[src/rtl/phy_ctrl_pkg.sv]
// ---------------------------------------------------------------------------
// phy_ctrl_pkg
// Shared definitions for the transmit-side phy link controller:
//   WORD_W        - width of a data word moved through the controller
//   ctrl_state_e  - controller FSM state encoding (exported on ctrl_state)
// ---------------------------------------------------------------------------
package phy_ctrl_pkg;

  localparam int WORD_W = 32;

  typedef enum logic [1:0] {
    ST_TRAIN  = 2'd0,
    ST_ACTIVE = 2'd1,
    ST_FLUSH  = 2'd2
  } ctrl_state_e;

endpackage

[src/rtl/phy_ctrl_fifo.sv]
// ---------------------------------------------------------------------------
// phy_ctrl_fifo
// In-order synchronous FIFO used to hold words while the link trains.
// Push and pop may occur in the same cycle at any occupancy, including full
// (the pop frees the slot the push uses).
// Ports:
//   clk_f    in   clock (rising edge)
//   reset_L  in   asynchronous active-low reset; clears pointers and count
//   push     in   write wr_data this cycle
//   wr_data  in   DATA_W word to write
//   pop      in   remove the head word this cycle
//   rd_data  out  current head word (valid while empty is low)
//   full     out  FIFO holds DEPTH words
//   empty    out  FIFO holds no words
//   count    out  current occupancy
// ---------------------------------------------------------------------------
module phy_ctrl_fifo
  import phy_ctrl_pkg::*;
#(
  parameter int DEPTH  = 4,
  parameter int DATA_W = WORD_W
) (
  input  logic                      clk_f,
  input  logic                      reset_L,
  input  logic                      push,
  input  logic [DATA_W-1:0]         wr_data,
  input  logic                      pop,
  output logic [DATA_W-1:0]         rd_data,
  output logic                      full,
  output logic                      empty,
  output logic [$clog2(DEPTH):0]    count
);

  localparam int PTR_W = $clog2(DEPTH);
  localparam int CNT_W = PTR_W + 1;
  localparam logic [CNT_W-1:0] DEPTH_C = CNT_W'(DEPTH);

  logic [DATA_W-1:0] mem [DEPTH];
  logic [PTR_W-1:0]  wr_ptr;
  logic [PTR_W-1:0]  rd_ptr;
  logic              do_push;
  logic              do_pop;

  assign full    = (count == DEPTH_C);
  assign empty   = (count == '0);
  assign do_pop  = pop & ~empty;
  assign do_push = push & (~full | do_pop);
  assign rd_data = mem[rd_ptr];

  // Storage carries data only, so it is left out of reset.
  always_ff @(posedge clk_f) begin
    if (do_push) begin
      mem[wr_ptr] <= wr_data;
    end
  end

  // DEPTH is a power of two, so pointers wrap naturally.
  always_ff @(posedge clk_f or negedge reset_L) begin
    if (!reset_L) begin
      wr_ptr <= '0;
      rd_ptr <= '0;
      count  <= '0;
    end else begin
      if (do_push) wr_ptr <= wr_ptr + PTR_W'(1);
      if (do_pop)  rd_ptr <= rd_ptr + PTR_W'(1);
      case ({do_push, do_pop})
        2'b10:   count <= count + CNT_W'(1);
        2'b01:   count <= count - CNT_W'(1);
        default: count <= count;
      endcase
    end
  end

endmodule

[src/rtl/phy_link_ctrl.sv]
// ---------------------------------------------------------------------------
// phy_link_ctrl
// Transmit-side link controller in front of the phy datapath. Buffers
// upstream words while the lanes train, releases them once both lanes have
// been active for LOCK_CYCLES consecutive cycles, recirculates words that
// cannot be buffered, and on a training timeout flushes the buffer back to
// the source.
// Ports:
//   clk_f         in   block clock (rising edge)
//   reset_L       in   asynchronous active-low reset
//   valid_in      in   data_in valid
//   data_in       in   32-bit word from upstream
//   active_lane0  in   lane 0 active (synchronous to clk_f)
//   active_lane1  in   lane 1 active (synchronous to clk_f)
//   data_out      out  word to phy transmit input (holds when not valid)
//   valid_out     out  data_out valid
//   data_recirc   out  word returned to source (holds when not valid)
//   valid_recirc  out  data_recirc valid
//   link_up       out  high while in ACTIVE
//   ctrl_state    out  TRAIN=0, ACTIVE=1, FLUSH=2
//   drop_cnt      out  saturating count of words dropped during FLUSH
// ---------------------------------------------------------------------------
module phy_link_ctrl
  import phy_ctrl_pkg::*;
#(
  parameter int DEPTH         = 4,
  parameter int LOCK_CYCLES   = 2,
  parameter int TRAIN_TIMEOUT = 16
) (
  input  logic        clk_f,
  input  logic        reset_L,
  input  logic        valid_in,
  input  logic [31:0] data_in,
  input  logic        active_lane0,
  input  logic        active_lane1,
  output logic [31:0] data_out,
  output logic        valid_out,
  output logic [31:0] data_recirc,
  output logic        valid_recirc,
  output logic        link_up,
  output logic [1:0]  ctrl_state,
  output logic [7:0]  drop_cnt
);

  localparam int CNT_W = $clog2(DEPTH) + 1;
  localparam int LK_W  = $clog2(LOCK_CYCLES + 1);
  localparam int TO_W  = $clog2(TRAIN_TIMEOUT + 1);
  localparam logic [LK_W-1:0] LOCK_C = LK_W'(LOCK_CYCLES);
  localparam logic [TO_W-1:0] TO_C   = TO_W'(TRAIN_TIMEOUT);

  function automatic logic [7:0] sat_inc8(input logic [7:0] v);
    return (v == 8'hFF) ? v : v + 8'd1;
  endfunction

  ctrl_state_e       state_p1;
  ctrl_state_e       state_next_p0;
  logic [LK_W-1:0]   lock_cnt_p1;
  logic [LK_W-1:0]   lock_next_p0;
  logic [TO_W-1:0]   tmo_cnt_p1;
  logic [TO_W-1:0]   tmo_next_p0;

  logic              lanes_ok_p0;
  logic              push_p0;
  logic              pop_p0;
  logic              recirc_in_p0;
  logic              flush_pop_p0;
  logic              drop_p0;

  logic [WORD_W-1:0] fifo_rd_data;
  logic              fifo_full;
  logic              fifo_empty;
  logic [CNT_W-1:0]  fifo_count;

  phy_ctrl_fifo #(
    .DEPTH  (DEPTH),
    .DATA_W (WORD_W)
  ) u_fifo (
    .clk_f   (clk_f),
    .reset_L (reset_L),
    .push    (push_p0),
    .wr_data (data_in),
    .pop     (pop_p0),
    .rd_data (fifo_rd_data),
    .full    (fifo_full),
    .empty   (fifo_empty),
    .count   (fifo_count)
  );

  assign ctrl_state = state_p1;

  // ---- p0: decide this cycle's push/pop/recirc and next state ----
  always_comb begin
    lanes_ok_p0   = active_lane0 & active_lane1;
    push_p0       = 1'b0;
    pop_p0        = 1'b0;
    recirc_in_p0  = 1'b0;
    flush_pop_p0  = 1'b0;
    drop_p0       = 1'b0;
    lock_next_p0  = '0;
    tmo_next_p0   = '0;
    state_next_p0 = state_p1;

    case (state_p1)
      ST_TRAIN: begin
        push_p0      = valid_in & ~fifo_full;
        recirc_in_p0 = valid_in & fifo_full;
        lock_next_p0 = lanes_ok_p0 ? lock_cnt_p1 + LK_W'(1) : '0;
        tmo_next_p0  = tmo_cnt_p1 + TO_W'(1);
        // Lock is tested first so it wins a same-cycle timeout.
        if (lock_next_p0 == LOCK_C) begin
          state_next_p0 = ST_ACTIVE;
          lock_next_p0  = '0;
          tmo_next_p0   = '0;
        end else if (tmo_next_p0 == TO_C) begin
          lock_next_p0 = '0;
          tmo_next_p0  = '0;
          if (!fifo_empty) state_next_p0 = ST_FLUSH;
        end
      end

      ST_ACTIVE: begin
        // A lane dropping stops popping in the same cycle.
        if (!lanes_ok_p0) begin
          state_next_p0 = ST_TRAIN;
        end else begin
          pop_p0 = ~fifo_empty;
        end
        push_p0      = valid_in & (~fifo_full | pop_p0);
        recirc_in_p0 = valid_in & fifo_full & ~pop_p0;
      end

      ST_FLUSH: begin
        pop_p0       = ~fifo_empty;
        flush_pop_p0 = ~fifo_empty;
        drop_p0      = valid_in;
        if (fifo_empty || fifo_count == CNT_W'(1)) begin
          state_next_p0 = ST_TRAIN;
        end
      end

      default: state_next_p0 = ST_TRAIN;
    endcase
  end

  // ---- p1: state, counters and registered outputs ----
  always_ff @(posedge clk_f or negedge reset_L) begin
    if (!reset_L) begin
      state_p1     <= ST_TRAIN;
      lock_cnt_p1  <= '0;
      tmo_cnt_p1   <= '0;
      data_out     <= '0;
      valid_out    <= 1'b0;
      data_recirc  <= '0;
      valid_recirc <= 1'b0;
      link_up      <= 1'b0;
      drop_cnt     <= '0;
    end else begin
      state_p1    <= state_next_p0;
      lock_cnt_p1 <= lock_next_p0;
      tmo_cnt_p1  <= tmo_next_p0;
      link_up     <= (state_next_p0 == ST_ACTIVE);

      valid_out <= pop_p0 & ~flush_pop_p0;
      if (pop_p0 && !flush_pop_p0) data_out <= fifo_rd_data;

      // Overflow recirculation and flush pops never coincide.
      valid_recirc <= recirc_in_p0 | flush_pop_p0;
      if (recirc_in_p0) begin
        data_recirc <= data_in;
      end else if (flush_pop_p0) begin
        data_recirc <= fifo_rd_data;
      end

      if (drop_p0) drop_cnt <= sat_inc8(drop_cnt);
    end
  end

endmodule

[config.mk]
export PLATFORM = sky130hd
export DESIGN_NAME = phy_link_ctrl
export DESIGN_NICKNAME = d
export VERILOG_FILES = /design/src/rtl/phy_ctrl_pkg.sv /design/src/rtl/phy_ctrl_fifo.sv /design/src/rtl/phy_link_ctrl.sv
export SDC_FILE = /design/constraint.sdc
export NUM_CORES = 1
export LEC_CHECK = 0
export BUFFER_PORTS_ARGS = -buffer_cell sky130_fd_sc_hd__buf_4
export CORE_ASPECT_RATIO = 0.75
export CORE_MARGIN = 5
export CORE_UTILIZATION = 40
export CTS_BUF_LIST = sky130_fd_sc_hd__clkbuf_4 sky130_fd_sc_hd__clkbuf_8 sky130_fd_sc_hd__clkbuf_16
export CTS_CLUSTER_DIAMETER = 40
export DETAILED_ROUTE_END_ITERATION = 10
export PLACE_DENSITY = 0.69
export SLEW_MARGIN = 20
export SYNTH_ARGS = -nofsm -noshare
export SYNTH_HDL_FRONTEND = slang
export SYNTH_SLANG_ARGS = --single-unit
[constraint.sdc]
create_clock -name clk_f -period 2.86 [get_ports clk_f]
set_input_delay 0.143 -clock clk_f [delete_from_list [all_inputs] [get_ports clk_f]]
set_output_delay 0.143 -clock clk_f [all_outputs]
set_load 0.05 [all_outputs]
After elaboration in Yosys (flattened, before gate mapping). Memories as Yosys holds them, arrays and structs flattened. Cells that the tools add are included.

Add/sub/neg operators: 7. Eq/ne operators: 10. Mux-type cells: 25. Bitwise operators: 16. Reductions and logical operators: 8.

Operator list (number): 32-bit two-way mux (2); 2-bit two-way mux (9); 5-bit two-way mux (3); 8-bit by 1-bit adder with 8-bit output (second input constant) (1); 1-bit bitwise AND (8); 8-bit == test (second input constant) (1); 2-bit by 1-bit adder with 2-bit output (second input constant) (3); 2-bit by 1-bit == test with 1-bit output (second input constant) (3); 2-bit == test (second input constant) (3); 1-bit two-way mux (6); 1-bit case mux with 2 select lines (3); 2-bit case mux with 3 select lines (1); 3-bit case mux with 2 select lines (1); 5-bit by 1-bit adder with 5-bit output (second input constant) (1); 5-bit == test (second input constant) (1); 1-bit NOT (5); 2-bit nonzero test (2); 3-bit by 1-bit adder with 3-bit output (second input constant) (1); 3-bit by 1-bit == test with 1-bit output (second input constant) (1); 3-bit == test (second input constant) (1); 3-bit zero test (1); 1-bit bitwise OR (3); 3-bit by 1-bit subtractor with 3-bit output (second input constant) (1); 2-bit zero test (1); other kinds (4) (4).

Flip-flop bits (word level): 91. Bits in writable memories: 128. Bits of input ports: 37. Logic and storage cells: 79. Memories: 1.

Memory list: u_fifo.mem (depth 4, bits a word 32, rd ports 1, clocked after Yosys merged registers in 0, write ports 1, RTL line phy_ctrl_fifo.sv:38) `logic [DATA_W-1:0] mem [DEPTH];`.

Longest topological paths before layout.
Word-level depth: 10. Depth in mapped cells: 9. Gate-level depth less buffers: 9.

Hierarchy. A second synthesis with hierarchy kept.

Cell total of the unflattened synthesis: 491. Area total of the unflattened synthesis: 9053.7 um2.

Modules (own cells, without submodules): phy_ctrl_fifo (times used 1, cells each 220, area an instance 5119.9 um2, sequential area each 4018.9 um2); phy_link_ctrl (times used 1, cells each 271, area an instance 3933.8 um2, sequential area each 2102.0 um2).

Least setup slack after synthesis. OpenSTA, ideal clock, no wires.

Path type: register -> register. From: register state_p1[0], in the netlist ctrl_state[0]. To: memory u_fifo.mem[2][0] in the netlist's numbering (enable). Library setup time: 392 ps. Arrival time: 2494 ps. Required time: 2468 ps. Path slack: -26 ps. Cell stages (with the launch flop): 6. Buffers on the path: 0. Cells stage by stage: dfrtp_1 -> inv_1 -> ha_1 -> nand4_1 -> a31oi_1 -> and2_1.

Cells in the longest elaborated chain, start to end: 7. Elaborated cells between the ends (all ways): 10. Those cells by class: eq/ne: 2; mux: 4; bitwise: 3; reduce/logical: 1.

Ends and longest elaborated chain: start: declaration (RTL line phy_link_ctrl.sv:55) `ctrl_state_e state_p1;`; start signal: assignment (RTL line phy_link_ctrl.sv:158) `state_p1 <= state_next_p0;`; 2-bit == test or 2-bit by 1-bit == test with 1-bit output (tied branches) (RTL line phy_link_ctrl.sv:103) `case (state_p1)`; 1-bit case mux with 2 select lines (RTL line phy_link_ctrl.sv:103); 1-bit bitwise AND (RTL line phy_ctrl_fifo.sv:46) `assign do_pop = pop & ~empty;`; 1-bit bitwise OR (RTL line phy_ctrl_fifo.sv:47) `assign do_push = push & (~full | do_pop);`; 1-bit bitwise AND * (RTL line phy_ctrl_fifo.sv:47); 1-bit two-way mux * (RTL line phy_ctrl_fifo.sv:52) `if (do_push) begin`; 1-bit two-way mux (implied by the code) * (RTL line phy_ctrl_fifo.sv:53) `mem[wr_ptr] <= wr_data;`; end: declaration (RTL line phy_ctrl_fifo.sv:38).

Mark *: on every way between the ends. The rest lies on a longest branch, timed or not.

Worst setup path in the final report.
From: register state_p1[0], in the netlist ctrl_state[0]. To: register u_fifo.count[2].

Cells in the longest elaborated chain, start to end: 7. Elaborated cells between the ends (all ways): 12. Those cells by class: eq/ne: 4; mux: 3; bitwise: 3; reduce/logical: 2.

Ends and longest elaborated chain: 2-bit == test or 2-bit by 1-bit == test with 1-bit output (tied branches) (RTL line phy_link_ctrl.sv:103); 1-bit case mux with 2 select lines (RTL line phy_link_ctrl.sv:103); 1-bit bitwise AND (RTL line phy_ctrl_fifo.sv:46); 1-bit bitwise OR (RTL line phy_ctrl_fifo.sv:47); 1-bit bitwise AND (RTL line phy_ctrl_fifo.sv:47); 2-bit by 1-bit == test with 1-bit output or 2-bit == test (tied branches) (RTL line phy_ctrl_fifo.sv:66) `case ({do_push, do_pop})`; 3-bit case mux with 2 select lines or 2-bit nonzero test (tied branches); end signal: assignment (RTL line phy_ctrl_fifo.sv:67) `2'b10: count <= count + CNT_W'(1);`; end signal: assignment (RTL line phy_ctrl_fifo.sv:68) `2'b01: count <= count - CNT_W'(1);`; end signal: assignment (RTL line phy_ctrl_fifo.sv:69) `default: count <= count;`; end: declaration (RTL line phy_ctrl_fifo.sv:31) `output logic [$clog2(DEPTH):0] count`.

Several ways; a longest one is shown, not always the timed one. A chain may end at the register's enable or synchronous reset.

==> impl_metrics.tcl <==
set metrics [dict create \
    r2r_end "u_fifo.count[2]$_DFFE_PN0P_" \
    grt_overflow 0 \
    clkPwrFrac_pct 27.4 \
    cpMaxStageDelayCell "a31oi_1" \
    ys_warn_count 0 \
    antenna_found_initial 1 \
    yosysTopAreaCellShare_pct 44.1 \
    numCtsBuffers 28 \
    ctsResizeCount 0 \
    slew_headroom_pct 43.2 \
    post-route-period-util_pct 83.6 \
    p_sw_share_pct 36.6 \
    core_sq_um 21300 \
    switchingPower_uw 4610 \
    final-instance-count-excl-fill 984 \
    clkTransAtPathRegs_ps 60 \
    vias_per_cell 4.97 \
    cts_root_buf "clkbuf_16" \
    ys_types 40 \
    syn_area_sq_um 8720 \
    p_total_uw 12600 \
    grt_util_all_layers_pct 15.0 \
    cp-start-kind "flip-flop" \
    hold_violations 0 \
    setup_viol 0 \
    synth.largest_area_cell "edfxtp_1" \
    grt_pass1_wl_microns 29800 \
    clock.fmax_mhz 418 \
    fin_setup_tns_ps 0 \
    whs_path_depth 4 \
    path_cells "inv_1, ha_1, nand4_1, a31oi_1, inv_1, ha_1, mux2i_1, nor2_1, xor2_1" \
    cp_data_arrival_time_ps 2800 \
    die_x_microns 181 \
    wl_per_cell_microns 18.7 \
    multiInputGateArea_sq_um 2430 \
    r2r_cells 9 \
    dr.pass1.iters 4 \
    drtIter0Drc 381 \
    seqPwrFrac_pct 37.9 \
    cp.required_ps 3270 \
    r2r_start "ctrl_state[0]$_DFF_PN0_" \
    path_buf_inv 2 \
    rows 46 \
    r2r_slack_ps 470 \
    die_h_microns 138 \
    cts_sinks 219 \
    synth_ff_type "edfxtp_1" \
    grt_max_degree 88 \
    seq_area_sq_um 6120 \
    syn_area_per_cell_sq_um 17.2 \
    synth_edf_count 128 \
    comb_power_share_pct 34.6 \
    dp_hpwl_microns 12000 \
    globalplace.congestion 0.778 \
    cts_tree "yes" \
    hold_class "in2reg" \
    ys_seq_area_share_pct 70.2 \
    syn-num-nets 558 \
    io_pins 114 \
    period_needed_ps 2390 \
    end_kind "flip-flop" \
    dieArea_sq_um 24900 \
    worstSetupEndpoint "u_fifo.count[2]$_DFFE_PN0P_" \
    holdWs_ps 117 \
    crit_fanout 8 \
    wl_microns 18400 \
    p_leak_uw 0.00465 \
    ir_drop_v 0.000625 \
    syn2layout_area_growth_pct 28.9 \
    critical-path-top-delay-family "adder cells" \
    synth-async-reset-ratio_pct 41.6 \
    portBuffers 113 \
    htree_levels 1 \
    diodes 0 \
    maxSlewViolCount 0 \
    p_int_uw 7980 \
    drv_cap 0 \
    status "finished clean" \
    worstMarginPinSlew_ps 852 \
    ys_ff_latch 219 \
    antenna_left 0 \
    crit_cells 9 \
    drive_above_1_share_pct 35.9 \
    synth_area_leaders "edfxtp_1 (44%), dfrtp_1 (26%), mux4_2 (8.3%)" \
    nFillCells 1714 \
    worstSetupPathType "reg2reg" \
    clock_path_buffers 3 \
    nets 727 \
    slowest_delay_ps 510 \
    synthCells 506 \
    dp.cells 898 \
    rsz0062_at_grt "no" \
    route.detailed.drc 0 \
    clk_latency_ps 520 \
    routed-via-count 4887 \
    setup.worst_path.start "ctrl_state[0]$_DFF_PN0_" \
    power_per_cell_area_nw_per_um2 1120 \
    grt_pass1_vias 5318 \
    finClkSkew_ps 13.8 \
    initial_utilization_pct 41.0 \
]
## power groups by stage
stage / logic, uW / clock network, uW / registers (uW)
6_report: 4360 / 3450 / 4780
5_1_grt: 4650 / 3690 / 4870
4_1_cts: 4430 / 3530 / 4790
3_5_place_dp: 4370 / 0 / 4850
3_3_place_gp: 4270 / 0 / 4780
2_1_floorplan: 1790 / 0 / 6000
## kinds of logic (layout without fill, tap and decap cells)
| family | count (synthesis) | count (layout) | synth area share [%] |
|---|---|---|---|
| multiplexers | 98 | 98 | 16.3 |
| AO/OA/AOI/OAI | 48 | 48 | 3.10 |
| flip-flops | 219 | 219 | 70.2 |
| buffers and inverters | 30 | 220 | 2.12 |
| XOR/XNOR | 15 | 15 | 1.51 |
| adder cells (fa/ha/maj) | 15 | 15 | 2.15 |
| AND/OR/NAND/NOR | 81 | 81 | 4.62 |
## cell usage after synthesis, drive strengths merged (2+ instances only)
| master | count |
|---|---|
| nand4b | 2 |
| nand2b | 2 |
| o21ai | 6 |
| and3 | 2 |
| nand3 | 5 |
| nand2 | 17 |
| nor3 | 2 |
| xor2 | 6 |
| clkbuf | 4 |
| mux2i | 33 |
| a21oi | 36 |
| xnor2 | 9 |
| buf | 17 |
| dfrtp | 91 |
| and2 | 6 |
| inv | 9 |
| mux2 | 33 |
| a31oi | 3 |
| mux4 | 32 |
| nor2 | 39 |
| ha | 15 |
| edfxtp | 128 |
## worst reg2reg max path: cells and delay by family (launching register included)
family / cells / cell delay, ps
adders and majority gates: 2 / 600
muxes: 1 / 190
and+or+nand+nor: 2 / 180
xor gates and xnor gates: 1 / 140
DFF: 1 / 460
buffers and inverters: 2 / 210
AOI/OAI and AO/OA: 1 / 510
## cell usage in the layout (no fill, tap or decap), types with 9 or more instances in the layout
master and instances:
a21oi_1 36, buf_4 119, clkbuf_16 29, dfrtp_1 89, dlygate4sd3_1 35, edfxtp_1 128, ha_1 15, inv_1 9
mux2_2 32, mux2i_1 33, mux4_2 32, nand2_1 14, nor2_1 39, xnor2_1 9
## per-layer routing
layer  vias up  global-route usage (%)  wire, microns
met4         2                    3.02            241
met5         -                       0             11
li1       2246                       -              -
met1      2485                    20.9           8470
met2       128                    24.6           8700
met3        26                    3.72           1010
## per-stage QoR
step / utilization [%] / area [sq um] / setup slack (ps)
after global placement: 46.7 / 9940 / 586
final: 52.8 / 11200 / 468
after detailed placement: 46.7 / 9940 / 499
after global routing: 52.8 / 11200 / 303
after floorplan: - / 8730 / 293
after CTS: 52.8 / 11200 / 435
## cell type report
| cell class | count | share of cell area, % |
|---|---|---|
| Multi-Input combinational cell | 257 | 21.6 |
| Inverter | 9 | 0.300 |
| Tap cell | 288 | 3.20 |
| Clock buffer | 31 | 6.59 |
| Sequential cell | 219 | 54.5 |
| Clock inverter | 20 | 1.84 |
| Timing Repair Buffer | 160 | 12.0 |
## sequential cells by signal (all words and copies together) (netlist names), 3 cells and up
name,flops
data_out,32
data_recirc,32
tmo_cnt_p1,5
u_fifo.count,3
u_fifo.mem,128
drop_cnt,8
## repair_timing
item / in CTS / in global routing
hold buffers: 35 / 0
endpoints found under the hold margin: 247 / 0
setup buffers: 0 / 0
## worst min-delay path by stage
stage | from | endpoint | slack [ps]
floorplan | reset_L | ctrl_state[0]$_DFF_PN0_ | -150
global placement | data_in[31] | u_fifo.mem[2][31]$_DFFE_PP_ | 350
detailed placement | data_in[30] | u_fifo.mem[3][30]$_DFFE_PP_ | 360
CTS | active_lane0 | ctrl_state[0]$_DFF_PN0_ | 90
global route | valid_in | drop_cnt[0]$_DFFE_PN0P_ | 110
finish | valid_in | drop_cnt[0]$_DFFE_PN0P_ | 120
Note: power is estimated with default switching activity, not from simulation.
